## config.mk

```make
export PLATFORM = sky130hd
export DESIGN_NAME = ecc_scrub_ctrl
export DESIGN_NICKNAME = d
export VERILOG_FILES = /design/src/rtl/ecc_scrub_pkg.sv /design/src/rtl/sat_counter.sv /design/src/rtl/ecc_scrub_ctrl.sv
export SDC_FILE = /design/constraint.sdc
export NUM_CORES = 1
export LEC_CHECK = 0
export ABC_AREA = 1
export CAP_MARGIN = 25
export CORE_MARGIN = 2
export CORE_UTILIZATION = 35
export CTS_CLUSTER_DIAMETER = 30
export DETAILED_ROUTE_END_ITERATION = 8
export SLEW_MARGIN = 20
export SYNTH_ARGS = -nofsm -noshare
export SYNTH_HDL_FRONTEND = slang
export SYNTH_SLANG_ARGS = --single-unit
```

## constraint.sdc

```tcl
create_clock -name clk -period 8.3 [get_ports clk]
set_clock_uncertainty 0.15 [all_clocks]
set_input_delay 0.83 -clock clk [delete_from_list [all_inputs] [get_ports clk]]
set_output_delay 0.83 -clock clk [all_outputs]
set_load 0.05 [all_outputs]
```

## src/rtl/ecc_scrub_pkg.sv

```systemverilog
// Shared types for the ECC scrubber: FSM state encoding and data word width.
// Latency: n/a (types only).
// Backpressure: n/a.
package ecc_scrub_pkg;

   localparam int WORD_W = 32;

   typedef enum logic [2:0] {
      IDLE,
      READ,
      CAPT,
      CHECK,
      WRITE,
      NEXT
   } state_t;

endpackage

```

## src/rtl/sat_counter.sv

```systemverilog
// Saturating up-counter with synchronous clear; sticks at all-ones.
// Latency: count updates one cycle after clear/inc.
// Backpressure: none; inc is ignored once saturated.
module sat_counter #(
   parameter int W = 16
) (
   input  logic         clk,
   input  logic         rst,
   input  logic         clear,
   input  logic         inc,
   output logic [W-1:0] count
);

   always_ff @(posedge clk or posedge rst) begin
      if (rst) begin
         count <= '0;
      end else if (clear) begin
         count <= '0;
      end else if (inc && (count != {W{1'b1}})) begin
         count <= count + 1'b1;
      end
   end

endmodule

```

## src/rtl/ecc_scrub_ctrl.sv

```systemverilog
// Background scrubber: reads each word, runs it through the external decoder, writes back corrections.
// Latency: 4 cycles per clean word, 5 per corrected word, plus host stall cycles.
// Backpressure: host_req stalls READ/WRITE. Optional auto-start timer: ECC_SCRUB_TIMER_EN.
module ecc_scrub_ctrl
   import ecc_scrub_pkg::*;
#(
   parameter int DEPTH    = 256,
   parameter int ADDR_W   = 8,
   parameter int CNT_W    = 16,
   parameter int INTERVAL = 100000
) (
   input  logic              clk,
   input  logic              rst,
   input  logic              start,
   input  logic              host_req,
   output logic              busy,
   output logic              done,
   output logic              mem_en,
   output logic              mem_we,
   output logic [ADDR_W-1:0] mem_addr,
   output logic [WORD_W-1:0] mem_wdata,
   input  logic [WORD_W-1:0] mem_rdata,
   output logic [WORD_W-1:0] ecc_data_in,
   input  logic [WORD_W-1:0] ecc_data_out,
   input  logic              ecc_err_2_bit,
   output logic [CNT_W-1:0]  corr_count,
   output logic [CNT_W-1:0]  uncorr_count,
   output logic [ADDR_W-1:0] last_uncorr_addr,
   output logic              uncorr_flag
);

   generate
      if ((2 ** ADDR_W) < DEPTH) begin : g_bad_addr_w
         $error("ecc_scrub_ctrl: ADDR_W too narrow for DEPTH");
      end
      if (INTERVAL < 1) begin : g_bad_interval
         $error("ecc_scrub_ctrl: INTERVAL must be positive");
      end
   endgenerate

   state_t              state_q, state_d;
   logic [ADDR_W-1:0]   addr_q;
   logic [WORD_W-1:0]   raw_q;
   logic [WORD_W-1:0]   wdata_q;
   logic                start_go;
   logic                accept;
   logic                last_addr;
   logic                corr_inc;
   logic                uncorr_inc;

`ifdef ECC_SCRUB_TIMER_EN
   // Idle timer restarts whenever a pass is running, so it reloads at every pass end.
   logic [31:0] timer_q;
   logic        auto_go;

   assign auto_go = (state_q == IDLE) && (timer_q >= 32'(INTERVAL - 1));

   always_ff @(posedge clk or posedge rst) begin
      if (rst) begin
         timer_q <= '0;
      end else if ((state_q != IDLE) || start_go) begin
         timer_q <= '0;
      end else begin
         timer_q <= timer_q + 32'd1;
      end
   end

   assign start_go = start | auto_go;
`else
   assign start_go = start;
`endif

   assign accept    = (state_q == IDLE) && start_go;
   assign last_addr = (addr_q == ADDR_W'(DEPTH - 1));

   always_ff @(posedge clk or posedge rst) begin
      if (rst) begin
         state_q <= IDLE;
      end else begin
         state_q <= state_d;
      end
   end

   always_comb begin
      state_d = state_q;
      case (state_q)
         IDLE:    if (start_go) state_d = READ;
         READ:    if (!host_req) state_d = CAPT;
         CAPT:    state_d = CHECK;
         CHECK: begin
            if (ecc_err_2_bit) begin
               state_d = NEXT;
            end else if (ecc_data_out != raw_q) begin
               state_d = WRITE;
            end else begin
               state_d = NEXT;
            end
         end
         WRITE:   if (!host_req) state_d = NEXT;
         NEXT:    state_d = last_addr ? IDLE : READ;
         default: state_d = IDLE;
      endcase
   end

   always_comb begin
      mem_en     = 1'b0;
      mem_we     = 1'b0;
      done       = 1'b0;
      corr_inc   = 1'b0;
      uncorr_inc = 1'b0;
      case (state_q)
         READ:  mem_en = !host_req;
         CHECK: uncorr_inc = ecc_err_2_bit;
         WRITE: begin
            mem_en   = !host_req;
            mem_we   = !host_req;
            corr_inc = !host_req;
         end
         NEXT:  done = last_addr;
         default: ;
      endcase
   end

   // The done cycle is still in NEXT, but busy already drops there.
   assign busy        = (state_q != IDLE) && !done;
   assign mem_addr    = addr_q;
   assign mem_wdata   = wdata_q;
   assign ecc_data_in = raw_q;

   always_ff @(posedge clk or posedge rst) begin
      if (rst) begin
         addr_q           <= '0;
         raw_q            <= '0;
         wdata_q          <= '0;
         last_uncorr_addr <= '0;
         uncorr_flag      <= 1'b0;
      end else begin
         if (accept) begin
            addr_q           <= '0;
            last_uncorr_addr <= '0;
            uncorr_flag      <= 1'b0;
         end else if ((state_q == NEXT) && !last_addr) begin
            addr_q <= addr_q + 1'b1;
         end
         if (state_q == CAPT) begin
            raw_q <= mem_rdata;
         end
         if (state_q == CHECK) begin
            if (ecc_err_2_bit) begin
               last_uncorr_addr <= addr_q;
               uncorr_flag      <= 1'b1;
            end else if (ecc_data_out != raw_q) begin
               wdata_q <= ecc_data_out;
            end
         end
      end
   end

   sat_counter #(.W(CNT_W)) u_corr_cnt (
      .clk   (clk),
      .rst   (rst),
      .clear (accept),
      .inc   (corr_inc),
      .count (corr_count)
   );

   sat_counter #(.W(CNT_W)) u_uncorr_cnt (
      .clk   (clk),
      .rst   (rst),
      .clear (accept),
      .inc   (uncorr_inc),
      .count (uncorr_count)
   );

endmodule

```

[Yosys cells after proc, flatten, opt, wreduce, memory -nomap -nowiden]
Index checks and enable logic that the tools add are counted.
Word-level totals
  bits of input ports: 69
  logic and storage cells: 63
  output and inout bits: 117
  bits in registers: 116
Cells by class
  $add $sub $neg: 3
  mux-type cells: 23
  bitwise gates (word level): 1
  eq/ne operators: 12
  reduce and logical (&&, ||, !) cells: 16
Operators by type and width (count)
  $mux W16: 4
  $mux W8: 5
  $add A16 B1 Y16 const B: 2
  $ne A16 B16 Y1 const B: 2
  $ne A32 B32 Y1: 1
  $pmux W3 S6: 1
  $mux W1: 10
  $mux W3: 3
  $add A8 B1 Y8 const B: 1
  $eq A8 B8 Y1 const B: 1
  $eq A3 B2 Y1 const B: 2
  $eq A3 B3 Y1 const B: 2
  $ne A2 B2 Y1 const B: 3
  $reduce_and A3 Y1: 2
  $reduce_bool A2 Y1: 3
  $logic_and A1 B1 Y1: 5
  $eq A3 B1 Y1 const B: 1
  $logic_not A1 Y1: 3
  $logic_not A3 Y1: 1
  $reduce_bool A3 Y1: 1
  $reduce_or A2 Y1: 1
  $not A1 Y1: 1

[Depth between registers and ports, before layout]
Gate-level depths: netlist of run 1.
  word-level depth: 5
  mapped depth: 13
  depth with buffers taken out: 13

[Modules after synthesis]
Synthesis of run 1 repeated with hierarchy kept, for this count alone.
Unflattened totals
  cell total of the unflattened synthesis: 756
  area, all modules: 6105.9 µm²
By module, submodules not included
  ecc_scrub_ctrl: cells an instance 438, seq. area each 2102.0 µm², area an instance 3938.8 µm², times used 1
  sat_counter: cells an instance 159, seq. area each 400.4 µm², area an instance 1083.5 µm², times used 2

[Worst setup path before layout of run 1]
OpenSTA, ideal clock, no wires.
  kind: flip-flop to output port
  start point: register addr_q[1] (netlist: mem_addr[1])
  end point: output busy
  stages on the path, launching flop included: 7
  required time: 7320 ps
  buffers on the path: 0
  path slack: 4237 ps
  data arrival time: 3083 ps
  cell sequence: dfrtp_1 -> ha_1 -> inv_1 -> nor4_4 -> nand3_1 -> nor3_1 -> nor2_1
On the way
  word-level cells in the longest chain between the ends: 4
RTL lines
  from (decl): line ecc_scrub_ctrl.sv:42  | logic [ADDR_W-1:0] addr_q;
  from (signal assigned): line ecc_scrub_ctrl.sv:143  | addr_q <= addr_q + 1'b1;
  $eq A8 B8 Y1: line ecc_scrub_ctrl.sv:74  | assign last_addr = (addr_q == ADDR_W'(DEPTH - 1));
  $mux W1: line ecc_scrub_ctrl.sv:111  | case (state_q)
  named net done: line ecc_scrub_ctrl.sv:17  | output logic done,
  $logic_not A1 Y1: line ecc_scrub_ctrl.sv:125  | assign busy = (state_q != IDLE) && !done;
  $logic_and A1 B1 Y1: line ecc_scrub_ctrl.sv:125
  to (decl): line ecc_scrub_ctrl.sv:16  | output logic busy,
The timed path passes the listed nets, and every way through them passes these cells.

[Worst setup path after layout of run 1]
  start point: register addr_q[1] (netlist: mem_addr[1])
  end point: output done
On the way
  word-level cells in the longest chain between the ends: 2
RTL lines (line)
  $eq A8 B8 Y1: ecc_scrub_ctrl.sv:74
  $mux W1: ecc_scrub_ctrl.sv:111
  to (decl): ecc_scrub_ctrl.sv:17
Every way passes these cells.

==> impl_results.md, run 1 <==
* Setup-failing EPs final at 0
* Synthesized instance count at between 600 and 700
* Filler instances at about 1500
* Final WS setup at around 4600 ps
* Yosys warns at 0
* Post-synth top area share at 0.503
* Final core utilization at 0.518
* CP startpoint kind: flop
* CTS Buffer Depth at 2
* Sequential area share after synthesis at 0.503
* Yosys reg bits at 116
* NumNets Final at 929
* Syn avg cell area at 8.59 um^2
* HP Start: mem_wdata[29]
* Worst Setup End Kind: output pin
* MaxCap Viol Count at 0
* Top post-synthesis cells by area: dfrtp_1, nand2_1, mux2_2
* Post-DRT Antenna Nets at 0
* Clock-pin slew on the worst setup and hold paths at about 60 ps
* Post-synth ARST share at 1.00
* Pre-CTS setup slack at between 4000 and 5000 ps
* CTS tree: done
* F_max at around 0.27 GHz
* Fin Setup TNS at 0 ps
* Die X at between 100 and 150 um
* Worst-Margin Slew at ~990 ps
* DR WL met3 at 1520 um
* Critical Path Start: mem_addr[1]
* H-Tree Depth at 4
* Worst r2r src: ecc_data_in[0]
* Syn nets at around 740
* I/O Buffers at ~190
* Antenna violations before repair at 0
* Area delta synth->final at 43.6%
* Crit Path Class: reg -> out
* Clk_lat worst skew at around 410 ps
* Die span in y at 132 um
* Uppermost layer routed: met4
* Rows at 46
* Status: complete, no violations
* WP buf/inv at 2
* Crit share post-route at 0.451
* Routed vias at a little over 5000
* Top-Level Pins at approximately 190
* Met2 routed WL at 7500 um
* Global-route usage over all layers at 0.190
* CTS Buf Count at 17
* Post-synth top area cell: dfrtp_1
* Slew Viols, Final at 0
* Synth cell types at 35
* CP max stage delay at 880 ps
* CP Data Required Time at ~7300 ps
* Leak at about 0.0037 uW
* VDD IR max at 247 uV
* Layout cell share with drive strength beyond 1 at 0.103
* Largest net degree at the start of global routing at 62
* DRC violations left at 0
* Routed wire length at around 16000 um
* Vias per cell at between 4 and 5
* Final HPWL DP at around 12000 um
* # hold bufs at CTS at 0
* Slowest cell on crit path: clkdlybuf4s50_1
* Clk root buf: clkbuf_16
* Die area at ~0.018 mm^2
* Crit-path leading delay family: buffers and inverters
* Post_cts resized at 0
* Met1 Wirelength at 6940 um
* Post-synth EDFFs at 0
* Cell Chain, Critical Path: ha_1 -> inv_1 -> nor4_4 -> nand3_1 -> nor3_1 -> clkdlybuf4s50_1
* Placer Congestion at between 0.8 and 0.9
* Crit Path Max Fanout at 3
* Most frequent cell after synthesis: nand2_1
* Hold Fails Final Rpt at 0
* Primary FF master, synth: dfrtp_1
* First-pass iteration count of the detailed router at 4
* Vias in the first global route at around 5400
* First-pass GRT wire length at ~27000 um
* Commonest cells in the netlist: nand2_1, dfrtp_1, inv_1
* Initial DRC count at approximately 190
* CTS Sinks at around 120
* Post-Syn Area at around 0.0058 mm^2
* RSZ-0062 raised after global routing: no
* Slew HR at 0.340
* Crit path time final at 3740 ps
* Total core area at approximately 0.016 mm^2
* Worst Hold Class: reg -> reg
* Grt ovf at 0
* Average wire per cell in the routed design at about 15 um
* Pwr/cell area at approximately 380 mW/mm^2
* Arr. time, crit path at 2760 ps
* WHS at roughly 340 ps
* N_diodes at 0
* Setup bufs post-CTS at 0
* Initial Util at 0.361
## through the flow
stage               std cells  power (uW)  cell area [um^2]
floorplan                 672        1950              5770
global placement         1054        2480              7770
detailed placement       1054        2490              7770
CTS                      1083        3160              8290
global route             1083        3300              8290
finish                   1083        3120              8290
## worst min-delay path, delay by kind of cell (launching register included)
| kind | cells | cell delay (ps) |
|---|---|---|
| AO/OA/AOI/OAI | 1 | 70 |
| flip-flops | 1 | 340 |
| AND/OR/NAND/NOR | 1 | 50 |
## routing by layer
layer	track usage	up-vias
met5	0	-
met4	0.0621	0
met3	0.0732	16
met2	0.303	169
met1	0.238	2468
li1	-	2528
## area by class of cell
| class | instances | area, um^2 | area share |
|---|---|---|---|
| tap | 216 | 270 | 0.0326 |
| sequential | 116 | 2900 | 0.350 |
| multi-input combinational | 464 | 2460 | 0.297 |
| clock buffer | 24 | 492 | 0.0593 |
| clock inverter | 5 | 27.5 | 0.00332 |
| timing repair buffer | 187 | 1870 | 0.225 |
| inverter | 71 | 269 | 0.0324 |
## placed cells by master, fill, tap and decap left out, drive strengths merged
master / Yosys / layout
clkinvlp: 0 / 1
buf: 18 / 2
nand2: 185 / 185
o31ai: 1 / 1
nor3: 28 / 28
xor2: 7 / 7
nand4: 4 / 4
a2bb2oi: 1 / 1
clkbuf: 3 / 24
inv: 71 / 71
ha: 3 / 3
a21boi: 1 / 1
clkdlybuf4s50: 0 / 185
nor2: 55 / 55
xnor2: 23 / 23
nor4: 1 / 1
dfrtp: 116 / 116
a31oi: 1 / 1
mux2: 23 / 23
a21oi: 26 / 26
o21ai: 66 / 66
clkinv: 0 / 4
and3: 2 / 2
a22oi: 1 / 1
nand3: 36 / 36
## kinds of logic after synthesis
kind of cell               synth area share
muxes                                0.0449
buffers and inverters                0.0711
xor gates and xnor gates             0.0455
adders and majority gates           0.00650
and+or+nand+nor                       0.243
DFF                                   0.503
AOI/OAI and AO/OA                    0.0863
## worst paths after layout
kind	to	slack, ps	cells past startpoint
worst max register to register	mem_wdata[7]	5970	13
max in group asynchronous	mem_wdata[1]	5980	3
worst min-delay path	mem_wdata[29]	340	2
worst max-delay path	done	4560	6
min in group asynchronous	u_uncorr_cnt.count[12]	750	2
worst min register to register	mem_wdata[29]	340	2
## report_power, final
group	switching [uW]	internal [uW]	total (uW)
logic	1040	528	1570
registers	152	749	901
clock network	247	405	652
## state kept, by name, indices dropped and copies added, names as in the netlist
register,count
uncorr_flag,1
mem_addr,8
last_uncorr_addr,8
u_uncorr_cnt.count,16
state_q,3
u_corr_cnt.count,16
mem_wdata,32
ecc_data_in,32
(Power assumes the default switching activity.)
==> run 2, diff against run 1 <==
Clock period 8.3 ns to 3.9 ns, I/O delays scaled along.
==> run 2 against run 1 <==
Count of clock-buffer cells in the layout shrank 1. Power is 120% higher. Non-clock buffer count grew 1. Combinational power increased by 110%. Clock power grew to 2.5 times the previous value. Setup slack lost 3900 ps. Critical path depth stayed put. First-iteration DRC count grew 19%. Largest power group unchanged.
==> impl_results.md, run 2 (synthesis gave the netlist of run 1 again) <==
* Seq pwr share at 0.276 (was 0.288)
* VDD IR max at 467 uV (was 247 uV)
* Worst-Margin Slew at 769 ps (was 987 ps)
* First-pass GRT wire length at 26700 um (was 26900 um)
* # hold bufs at CTS at 0 (unchanged)
* Fin Setup TNS at 0 ps (unchanged)
* Clock network power share at 0.239 (was 0.209)
* Crit Path Max Fanout at 3 (unchanged)
* Die X at 132 um (unchanged)
* Post_cts resized at 0 (unchanged)
* Final HPWL DP at 11900 um (was 11700 um)
* Global-route usage over all layers at 0.192 (was 0.190)
* F_max at approximately 0.31 GHz
* Comb power frac at 0.484 (was 0.503)
* Crit Path Class: reg -> out (unchanged)
* Total core area at 0.0160 mm^2 (unchanged)
* Power Internal at 3850 uW (was 1680 uW)
* Switching power share of the total at 0.445 (was 0.461)
* Vias per cell at 4.81 (was 4.78)
* Rows at 46 (unchanged)
* RSZ-0062 raised after global routing: no (unchanged)
* Routed wire length at 16300 um (was 16100 um)
* CP Data Required Time at 3360 ps (was 7320 ps)
* Initial Util at 0.361 (unchanged)
* Filler instances at 1504 (was 1516)
* Layout cell share with drive strength beyond 1 at 0.107 (was 0.103)
* CTS Sinks at 116 (unchanged)
* Most common cell after layout, fill and taps aside: clkdlybuf4s50_1 (unchanged)
* Arr. time, crit path at 2710 ps (was 2760 ps)
* Slew HR at 0.487 (was 0.340)
* Antenna violations before repair at 1 (was 0)
* Routed vias at 5230 (was 5181)
* Slew Viols, Final at 0 (unchanged)
* Clk_lat worst skew at 420 ps (was 410 ps)
* Largest net degree at the start of global routing at 61 (was 62)
* Area delta synth->final at 46.1% (was 43.6%)
* NumNets Final at 930 (was 929)
* Worst Setup End Kind: output pin (unchanged)
* I/O Buffers at 185 (unchanged)
* Power, Total at 6930 uW (was 3120 uW)
* Clk root buf: clkbuf_16 (unchanged)
* CTS Buf Count at 17 (unchanged)
* Setup bufs post-CTS at 0 (unchanged)
* Crit path time final at approximately 3200 ps
* Setup-failing EPs final at 0 (unchanged)
* Most frequent cells in the layout: clkdlybuf4s50_1, nand2_1, dfrtp_1 (unchanged)
* Grt ovf at 0 (unchanged)
* H-Tree Depth at 4 (unchanged)
* Die area at 0.0175 mm^2 (unchanged)
* Status: complete, no violations (unchanged)
* Leak at 0.00374 uW (was 0.00368 uW)
* First-pass iteration count of the detailed router at 7 (was 4)
* Top-Level Pins at 186 (unchanged)
* MaxCap Viol Count at 0 (unchanged)
* Placer Congestion at 0.847 (was 0.833)
* Initial DRC count at 225 (was 189)
* Hold Fails Final Rpt at 0 (unchanged)
* Pwr/cell area at 822 mW/mm^2 (was 377 mW/mm^2)
* Pre-CTS setup slack at 968 ps (was 4930 ps)
* CP startpoint kind: flop (unchanged)
* Final WS setup at 652 ps (was 4560 ps)
* CTS Buffer Depth at 2 (unchanged)
* Clock-pin slew on the worst setup and hold paths at 50 ps (was 60 ps)
* Post-DRT Antenna Nets at 0 (unchanged)
* Vias in the first global route at 5275 (was 5357)
* DRC violations left at 0 (unchanged)
* Psw at 3090 uW (was 1440 uW)
* CTS tree: done (unchanged)
* Average wire per cell in the routed design at 14.9 um (about the same)
* Die span in y at 132 um (unchanged)
* Worst Hold Class: in -> async (was reg -> reg)
* Crit share post-route at 0.833
==> run 2: changes by cell type in the layout (fill, tap and decap cells not counted) <==
cell        delta
buf_4          -1
clkinvlp_4     +1
diode_2        +1
clkinv_2       -1
buf_12         +2
clkbuf_8       -1
bufinv_16      +4
==> run 2: layout make-up <==
class | count | area (um^2) | area share
tap | 216 | 270 | 0.0320
antenna | 1 | 2.50 | 0.000297
multi-input combinational | 464 | 2460 | 0.292
timing repair buffer | 188 | 1900 | 0.225
clock buffer | 23 | 478 | 0.0567
sequential | 116 | 2900 | 0.344
clock inverter | 9 | 150 | 0.0178
inverter | 71 | 269 | 0.0319
==> run 2: metal layers <==
metal	routed length, um	global-route usage	up-vias
li1	-	-	2542
met4	292	0.0735	0
met2	7660	0.309	183
met1	6800	0.232	2481
met5	0	0	-
met3	1510	0.0755	24
==> run 2: critical path, stage by stage, from the launching register on <==
cell and delay [ps]:
dfrtp_1 380, ha_1 190, inv_1 90, nor4_4 300, nand3_1 170, nor3_1 290, clkdlybuf4s50_1 870
==> run 2: power by group through the flow <==
stage	clock network [uW]	logic (uW)	registers, uW
6_report	1660	3360	1910
5_1_grt	1760	3580	1970
4_1_cts	1700	3380	1920
3_5_place_dp	0	3370	1930
3_3_place_gp	0	3340	1910
2_1_floorplan	0	992	3160
==> run 2: metrics by stage <==
stage / hold slack (ps) / area (um^2) / util / instances
4_1_cts: 347 / 8410 / 0.526 / 1086
5_1_grt: 359 / 8430 / 0.527 / 1087
3_3_place_gp: 316 / 7780 / 0.486 / 1054
2_1_floorplan: 357 / 5770 / - / 672
3_5_place_dp: 337 / 7780 / 0.486 / 1054
6_report: 300 / 8430 / 0.527 / 1088
==> run 2: path summary, 6_finish.rpt <==
path | from | end | depth (start not counted) | slack [ps]
worst min register to register | mem_wdata[9] | mem_wdata[9] | 2 | 340
worst min-delay path | rst | u_uncorr_cnt.count[12] | 2 | 300
min in group clk | mem_wdata[9] | mem_wdata[9] | 2 | 340
max in group asynchronous | rst | mem_wdata[20] | 3 | 2500
worst max register to register | ecc_data_in[25] | mem_wdata[23] | 11 | 1530
worst max-delay path | mem_addr[0] | done | 6 | 650
==> edit, RTL diff (flow settings as in run 1) <==
Add a define of `ECC_SCRUB_TIMER_EN`.
--- a/src/rtl/ecc_scrub_ctrl.sv
+++ b/src/rtl/ecc_scrub_ctrl.sv
@@ -2,4 +2,6 @@
 // Latency: 4 cycles per clean word, 5 per corrected word, plus host stall cycles.
 // Backpressure: host_req stalls READ/WRITE. Optional auto-start timer: ECC_SCRUB_TIMER_EN.
+`define ECC_SCRUB_TIMER_EN
+
 module ecc_scrub_ctrl
    import ecc_scrub_pkg::*;
Formal check against the unedited RTL: no difference found for any inputs over 4 cycles, from zero or initial values and one cycle with rst high; that may be too few to reach the edited logic, so the function may still have changed.
==> edit against run 1 <==
- combinational power down 6%
- power up 6.0%
- cell area up 17%
- routed wire length up 17%
- setup slack better by 62 ps
- clock power up 23%
- via count up 16%
- area after synthesis up 20%
- utilization down 1.8 points
- sequential cell count up 32
- highest routed layer unchanged
==> edit: results (changes against run 1) <==
* Routability cong. at 0.851 (+2.1%)
* Drt first-iter violations at 257 (+36%)
* Post-detailed-route wirelength per cell at 14.2 µm (-4.5%)
* Average vias per placed instance at 4.53 (-5.2%)
* Final standard cell count with taps included and fillers excluded at 1325 (+22%)
* Largest cells by area after synthesis: dfrtp_1 53%, nand2_1 16%, nor2_1 5.7%
* Kind of path behind the tightest hold check: flip-flop to flip-flop
* Vias in the first global route at 5882 (+9.8%)
* Worst IR drop on VDD at 0.000201 V (-19%)
* Maximum number of pins on one net before global-route repair at 94 (+52%)
* Distinct cell type count after synthesis at 37 (+5.7%)
* Result of the run: finished clean
* Number of fill cells at 1847 (+22%)
* First-pass iteration count of the detailed router at 5 (+1)
* Async S/R FF share, synth at 1.00 (unchanged)
* Largest stage delay on the critical path at 930 ps (+50 ps)
* Relative max-transition margin at 0.381 (+0.0419)
* Synthesized instance count at 847 (+26%)
* Data arrival time of the critical path at 2700 ps (-60 ps)
* Initial antenna violation count at 0 (unchanged)
* Global-route wire length before repair at 30300 µm (+13%)
* Adder-cell share of the synthesized area at 0.00722 (+0.000714)
* Share of the synthesized area in compound gates (AO/OA/AOI/OAI) at 0.0431 (-0.0431)
* Commonest cells in the netlist: 299 x nand2_1, 148 x dfrtp_1, 105 x nor2_1
* XOR/XNOR Fraction of Synth Area at 0.0682 (+0.0227)
* Cell leakage power at 4.43 nW (+20%)
* Clock buffer count from CTS at 17 (unchanged)
* Setup repair bufs after CTS at 0 (unchanged)
* Multiplexer share of the synthesized area at 0.00162 (-0.0432)
* Placed Instance Area at 0.00911 mm² (+17%)
* Worst slack after detailed placement at 4820 ps (-106 ps)
* Half-perimeter wire length after placement at 13300 µm (+14%)
* Overall Global Routing Usage at 0.188 (-0.00187)
* Top delay family on crit path: buffers and inverters
* Part of the Yosys area used for sequential elements at 0.534 (+0.0312)
==> edit: changes by cell type after synthesis, moves of 11 or more <==
cell,run 1,this run
a21oi_1,26,8
nand2_1,178,299
nor2_1,46,105
nand3_1,34,47
dfrtp_1,116,148
o21ai_1,18,2
xor2_1,7,24
mux2_2,23,1
nor3_1,21,10
==> edit: cell type report <==
class,count,share of cell area
timing repair buffer,191,0.196
tap,265,0.0341
clock buffer,19,0.0455
clock inverter,11,0.0163
multi-input combinational,622,0.301
inverter,69,0.0273
sequential,148,0.381
==> edit: worst paths after layout <==
check / from / end / slack, ps / cells after the start
min: timer_q[0]$_DFF_PP0_ / timer_q[0]$_DFF_PP0_ / 310 / 1
max reg2reg: ecc_data_in[9]$_DFFE_PP0P_ / mem_wdata[9]$_DFFE_PP0P_ / 5790 / 12
min reg2reg: timer_q[0]$_DFF_PP0_ / timer_q[0]$_DFF_PP0_ / 310 / 1
min in group asynchronous: rst / u_uncorr_cnt.count[3]$_DFFE_PP0P_ / 830 / 2
max in group asynchronous: rst / mem_addr[0]$_DFFE_PP0P_ / 5860 / 3
max: mem_addr[0]$_DFFE_PP0P_ / done / 4620 / 4
==> edit: kinds of logic after synthesis <==
| logic type | count (synthesis) |
|---|---|
| AO/OA/AOI/OAI | 58 |
| multiplexers | 1 |
| other | 1 |
| XOR/XNOR | 54 |
| AND/OR/NAND/NOR | 490 |
| flip-flops | 148 |
| adder cells (fa/ha/maj) | 4 |
| buffers and inverters | 91 |
==> edit: routing by layer <==
metal	GRT usage	wire, µm
met1	0.232	8140
met3	0.0754	1620
met4	0.0506	172
met5	0	0
met2	0.307	8910
==> edit: where the power goes <==
group          total [mW]  leakage, nW  internal, mW  switching, mW
Clock               0.802        0.302         0.505          0.297
Sequential           1.03         1.92         0.894          0.140
Combinational        1.47         2.20         0.465           1.01
